**config.mk**
```make
export PLATFORM = sky130hd
export DESIGN_NAME = fb_scan_arbiter
export DESIGN_NICKNAME = d
export VERILOG_FILES = /design/src/rtl/fb_scan_arbiter.sv
export SDC_FILE = /design/constraint.sdc
export NUM_CORES = 1
export LEC_CHECK = 0
export BUFFER_PORTS_ARGS = -buffer_cell sky130_fd_sc_hd__buf_2
export CAP_MARGIN = 5
export CORE_ASPECT_RATIO = 0.75
export CORE_MARGIN = 5
export CORE_UTILIZATION = 48
export DETAILED_ROUTE_END_ITERATION = 16
export PLACE_DENSITY = 0.8
export SETUP_SLACK_MARGIN = 0.4
export SYNTH_ARGS = -nofsm -noshare
export SYNTH_HDL_FRONTEND = slang
export SYNTH_SLANG_ARGS = --single-unit
```
**constraint.sdc**
```tcl
create_clock -name clk -period 2.75 [get_ports clk]
set_input_delay 0.275 -clock clk [delete_from_list [all_inputs] [get_ports clk]]
set_output_delay 0.275 -clock clk [all_outputs]
set_load 0.02 [all_outputs]
```
**src/rtl/fb_scan_arbiter.sv**
```systemverilog
// Framebuffer RAM owner: display fetch gets every ph==0 active slot; GPU wr/rd share the rest round-robin.
// Latency: pixel 2 clk after point_pos, GPU read response 1 clk after accept; GPU stalled by ready=0 in display slots.
module fb_scan_arbiter #(
    parameter int FB_W   = 160,
    parameter int FB_H   = 120,
    parameter int ADDR_W = 15,
    parameter int DATA_W = 8
) (
    input  logic              clk,
    input  logic              rst,
    input  logic              blank_n,
    input  logic [9:0]        point_pos_x,
    input  logic [9:0]        point_pos_y,
    input  logic              wr_valid,
    output logic              wr_ready,
    input  logic [ADDR_W-1:0] wr_addr,
    input  logic [DATA_W-1:0] wr_data,
    input  logic              rd_valid,
    output logic              rd_ready,
    input  logic [ADDR_W-1:0] rd_addr,
    output logic              rd_resp_valid,
    output logic [DATA_W-1:0] rd_data,
    output logic              mem_en,
    output logic              mem_we,
    output logic [ADDR_W-1:0] mem_addr,
    output logic [DATA_W-1:0] mem_wdata,
    input  logic [DATA_W-1:0] mem_rdata,
    output logic [DATA_W-1:0] pixel,
    output logic              addr_err
);

    localparam logic [ADDR_W:0] FB_WORDS = (ADDR_W+1)'(FB_W * FB_H);

    typedef enum logic [1:0] {
        TAG_NONE = 2'd0,
        TAG_DISP = 2'd1,
        TAG_GPU  = 2'd2,
        TAG_ZERO = 2'd3
    } tag_t;

    logic              r_ph;
    logic              r_rr;
    tag_t              r_tag;
    logic [ADDR_W-1:0] r_mem_addr;
    logic [DATA_W-1:0] r_mem_wdata;
    logic [DATA_W-1:0] r_rd_data;
    logic [DATA_W-1:0] r_pixel;
    logic              r_addr_err;

    logic              w_disp_slot;
    logic              w_gpu_slot;
    logic              w_wr_gnt;
    logic              w_rd_gnt;
    logic              w_wr_oor;
    logic              w_rd_oor;
    logic [ADDR_W-1:0] w_ys;
    logic [ADDR_W-1:0] w_xs;
    logic [ADDR_W-1:0] w_disp_addr;
    logic [ADDR_W-1:0] w_addr_nxt;
    logic [DATA_W-1:0] w_wdata_nxt;
    tag_t              w_tag_nxt;

    // Reset gates the slots so nothing reaches the RAM or the GPU while rst is low.
    assign w_disp_slot = rst && !r_ph && blank_n;
    assign w_gpu_slot  = rst && !w_disp_slot;
    assign w_wr_gnt    = w_gpu_slot && wr_valid && (!rd_valid || !r_rr);
    assign w_rd_gnt    = w_gpu_slot && rd_valid && (!wr_valid || r_rr);
    assign w_wr_oor    = {1'b0, wr_addr} >= FB_WORDS;
    assign w_rd_oor    = {1'b0, rd_addr} >= FB_WORDS;

    assign wr_ready    = w_wr_gnt;
    assign rd_ready    = w_rd_gnt;

    // y*160 as shift-add: (y<<7)+(y<<5), after the 4x downscale of both axes.
    assign w_ys        = ADDR_W'(point_pos_y >> 2);
    assign w_xs        = ADDR_W'(point_pos_x >> 2);
    assign w_disp_addr = (w_ys << 7) + (w_ys << 5) + w_xs;

    always_comb begin
        mem_en      = 1'b0;
        mem_we      = 1'b0;
        w_addr_nxt  = r_mem_addr;
        w_wdata_nxt = r_mem_wdata;
        w_tag_nxt   = TAG_NONE;
        if (w_disp_slot) begin
            mem_en     = 1'b1;
            w_addr_nxt = w_disp_addr;
            w_tag_nxt  = TAG_DISP;
        end else if (w_wr_gnt) begin
            if (!w_wr_oor) begin
                mem_en      = 1'b1;
                mem_we      = 1'b1;
                w_addr_nxt  = wr_addr;
                w_wdata_nxt = wr_data;
            end
        end else if (w_rd_gnt) begin
            if (w_rd_oor) begin
                w_tag_nxt = TAG_ZERO;
            end else begin
                mem_en     = 1'b1;
                w_addr_nxt = rd_addr;
                w_tag_nxt  = TAG_GPU;
            end
        end
    end

    assign mem_addr  = w_addr_nxt;
    assign mem_wdata = w_wdata_nxt;

    always_comb begin
        rd_resp_valid = 1'b0;
        rd_data       = r_rd_data;
        case (r_tag)
            TAG_GPU: begin
                rd_resp_valid = 1'b1;
                rd_data       = mem_rdata;
            end
            TAG_ZERO: begin
                rd_resp_valid = 1'b1;
                rd_data       = '0;
            end
            default: ;
        endcase
    end

    always_ff @(posedge clk or negedge rst) begin
        if (!rst) begin
            r_ph        <= 1'b0;
            r_rr        <= 1'b0;
            r_tag       <= TAG_NONE;
            r_mem_addr  <= '0;
            r_mem_wdata <= '0;
            r_rd_data   <= '0;
            r_pixel     <= '0;
            r_addr_err  <= 1'b0;
        end else begin
            r_ph        <= ~r_ph;
            r_tag       <= w_tag_nxt;
            r_mem_addr  <= w_addr_nxt;
            r_mem_wdata <= w_wdata_nxt;
            r_rd_data   <= rd_data;
            if (w_gpu_slot && wr_valid && rd_valid)
                r_rr <= ~r_rr;
            if ((w_wr_gnt && w_wr_oor) || (w_rd_gnt && w_rd_oor))
                r_addr_err <= 1'b1;
            if (r_tag == TAG_DISP && blank_n)
                r_pixel <= mem_rdata;
            else if (r_ph && !blank_n)
                r_pixel <= '0;
        end
    end

    assign pixel    = r_pixel;
    assign addr_err = r_addr_err;

endmodule

```
==> key figures <==
Outcome
  • Status: finished, final reports clean

Clock network
  • Worst-Skew Late Latency: 0.29 ns
  • Longest Clk Path Bufs: 2
  • CTS Buf Count: 5
  • Clk sink count: 44
  • CTS tree: yes
  • CTS H-tree depth: 2
  • Clock-pin slew on the worst setup and hold paths: 0.09 ns
  • Clk Tree Root Cell: clkbuf_8

Synth
  • Post-Synth Simple-Gate Area: 15.49%
  • Synth Register Bits: 44
  • Synth Area in Compound Gates: 19.56%
  • Synthesized net count: 367
  • Post-synthesis sequential area ratio: 39.75%
  • Netlist cell types: 49
  • Main flop type after synthesis: dfrtp_1
  • Largest family of logic cells by synthesized area: compound AO/OA/AOI/OAI gates
  • Post-Synth XOR/XNOR Area: 2.529%
  • Share of the synthesized area in the top cell type: 39.75%
  • Post-synth top area cell: dfrtp_1
  • Post-synth EDFFs: 0
  • Synth warnings: 0
  • Asr flop ratio synth: 100.0%
  • Avg Synthesized Cell Area: 9.929 um2
  • Area contributors post-synth: dfrtp_1 (40%), ha_1 (6.8%), mux2_2 (4.1%)
  • Post-synth top cells: dfrtp_1 (44), nand2_1 (24), inv_1 (19), nand3_1 (19), ha_1 (15)
  • Synth Instances: 279
  • Post-synthesis cell area: 0.002770 mm2
  • Post-Synth Adder-Cell Area: 8.220%
  • Mux share of post-synthesis cell area: 8.762%
  • Most common cell in the netlist: dfrtp_1

Floorplanning
  • Std cell rows: 24
  • Die Area: 0.007406 mm2
  • Initial Utilization: 48.55%
  • Die Wd: 97.72 um
  • Core area: 0.005705 mm2
  • I/O pin total: 116
  • Chip Height: 75.79 um

Setup path
  • Critical path data required time: 2.48 ns
  • CP Class: primary input to output port
  • CP Cell Sequence: buf_8 -> inv_8 -> fa_1 -> inv_2 -> fa_2 -> a21o_1 -> a21oi_4 -> o31ai_4 -> xor2_1 -> mux2_4 -> buf_6
  • Max stage delay cell, worst path: fa_1
  • Critical path startpoint category: primary input
  • Worst-path maximum fanout: 3
  • CP endpoint kind: output port
  • Max incr delay on CP: 0.54 ns
  • Worst Path Arrival: 2.38 ns

Place
  • Dpl ws: -0.02282 ns
  • Gpl congestion: 0.8302
  • Post-DP HPWL: 5.631 mm
  • Port Buffers: 111

Route
  • DR iter-0 viols: 117
  • DR WL/cell: 16.38 um
  • Remaining DRCs: 0
  • Post-route antenna net violation count: 0
  • WL final: 7.747 mm
  • Routed vias/inst: 5.495
  • Vias: 2599
  • Drt pass-1 iters: 4

GRT
  • Global-route wire length before repair: 12.15 mm
  • Vias in the first global route: 2571
  • Overflow after GRT: 0
  • Antenna violations before repair: 0
  • Total global-route track usage: 20.06%
  • Largest net degree at the start of global routing: 35

Power and ir drop
  • Internal power: 1.451 mW
  • Sequential Power Share: 37.3%
  • Sw power: 0.9216 mW
  • Clock power frac: 16.6%
  • Pwr Density: 633.5 mW/mm2
  • LEAKAGE: 1.814 nW
  • Sw Share: 38.84%
  • Peak supply drop: 0.4353 mV
  • Comb power frac: 46.2%

Run
  • Max-capacitance violation count: 0

Timing
  • RSZ-0062 raised after global routing: yes
  • Max-slew violation count: 0
  • Max Clk Rate: 0.3773 GHz
  • Min Tclk post-route: 2.650 ns
  • Final worst-path cycle share: 96.37%
  • Final WS setup: 0.09991 ns
  • Clk_skew: 0.007851 ns
  • Worst-margin pin slew: 0.5721 ns
  • Final setup violation count: 0
  • Fin. Hold Viols: 0
  • Rel. slew slack: 61.72%

Finish
  • Share of layout cells above drive strength 1: 45.57%
  • Antenna cell count: 0
  • Layout area overhead: 35.19%
  • NumNets Final: 483
  • Final core occ: 65.64%

Hold path
  • Worst hold path class: primary input to asynchronous set/reset pin
[registers in the layout, summed over array words and instances, names as in the netlist]
signal       flops
r_rr             1
r_ph             1
pixel            8
r_rd_data        8
r_tag            2
r_mem_wdata      8
addr_err         1
r_mem_addr      15
[kinds of logic (layout without fill, tap and decap cells)]
family,after synthesis,in the layout
buffers and inverters,35,150
and+or+nand+nor,80,81
adders and majority gates,17,17
DFF,44,44
xor gates and xnor gates,8,8
muxes,21,21
AOI/OAI and AO/OA,74,74
[metal layers]
metal	up-vias	track usage (%)	wire, um
met3	6	4.209	571
li1	1244	-	-
met1	1242	26.45	3437
met5	-	0	0
met2	107	34.78	3664
met4	0	4.455	74
[worst max-delay path: cells and delay by family]
family	cells	cell delay (ns)
AOI/OAI and AO/OA	3	0.47
xor gates and xnor gates	1	0.17
adders and majority gates	2	0.87
buffers and inverters	4	0.29
muxes	1	0.29
[area by class of cell]
cell class / count / area [um2]
Clock buffer: 5 / 68.82
Clock inverter: 2 / 12.51
Fill cell: 490 / 1961
Inverter: 20 / 87.58
Multi-Input combinational cell: 201 / 1675
Sequential cell: 44 / 1101
Tap cell: 78 / 97.59
Timing Repair Buffer: 123 / 701.9
[power by group through the flow]
stage	Combinational, mW	Clock, mW	Sequential, mW
after CTS	1.04	0.403	0.883
after global placement	0.974	0	0.887
after detailed placement	0.992	0	0.897
final	1.10	0.393	0.884
after global routing	1.19	0.437	0.901
after floorplan	0.661	0	0.891
[stage by stage]
step                      hold WS [ns]  instance area [um2]  TNS [ns]  power, mW  instances
final                           0.1385                 3745         0      2.372        473
after global placement          0.1979                 3431         0      1.861        460
after global routing            0.1821                 3745         0      2.524        473
after CTS                       0.1270                 3605         0      2.324        469
after detailed placement        0.2050                 3431  -0.02331      1.889        460
after floorplan               -0.02059                 2808         0      1.552        279
[placed cells by master (no fill, tap or decap), types with 9 or more instances in the layout]
master | Yosys | final
a21oi_1 | 11 | 9
ha_1 | 15 | 13
inv_1 | 19 | 14
dfrtp_1 | 44 | 44
buf_4 | 1 | 16
nor2_1 | 12 | 12
a31oi_1 | 11 | 10
nand3_1 | 19 | 19
buf_2 | 6 | 100
mux2_2 | 10 | 9
o21ai_0 | 13 | 12
nand2_1 | 24 | 23
[final timing paths]
check                                   start                        to  slack (ns)  cells after the start
setup reg to reg           r_tag[1]$_DFF_PN0_      pixel[7]$_DFFE_PN0P_        1.04                      3
hold / removal                            rst      pixel[4]$_DFFE_PN0P_        0.14                      2
min in group clk                   wr_data[5]  r_mem_wdata[5]$_DFF_PN0_        0.22                      2
hold reg to reg                r_ph$_DFF_PN0_            r_ph$_DFF_PN0_        0.49                      1
setup / recovery               point_pos_y[4]              mem_addr[14]         0.1                     11
max in group asynchronous                 rst            r_ph$_DFF_PN0_        1.81                      2
[repair_timing]
action                     in CTS  in global routing
setup buffers                   1                  3
pin swaps                      12                 13
gates cloned                    0                  1
resized for setup              19                 24
setup endpoints to repair      16                 16
hold buffers                    1                  0
hold endpoints to repair       11                  0
No activity file was read; power rests on OpenSTA's default activity.
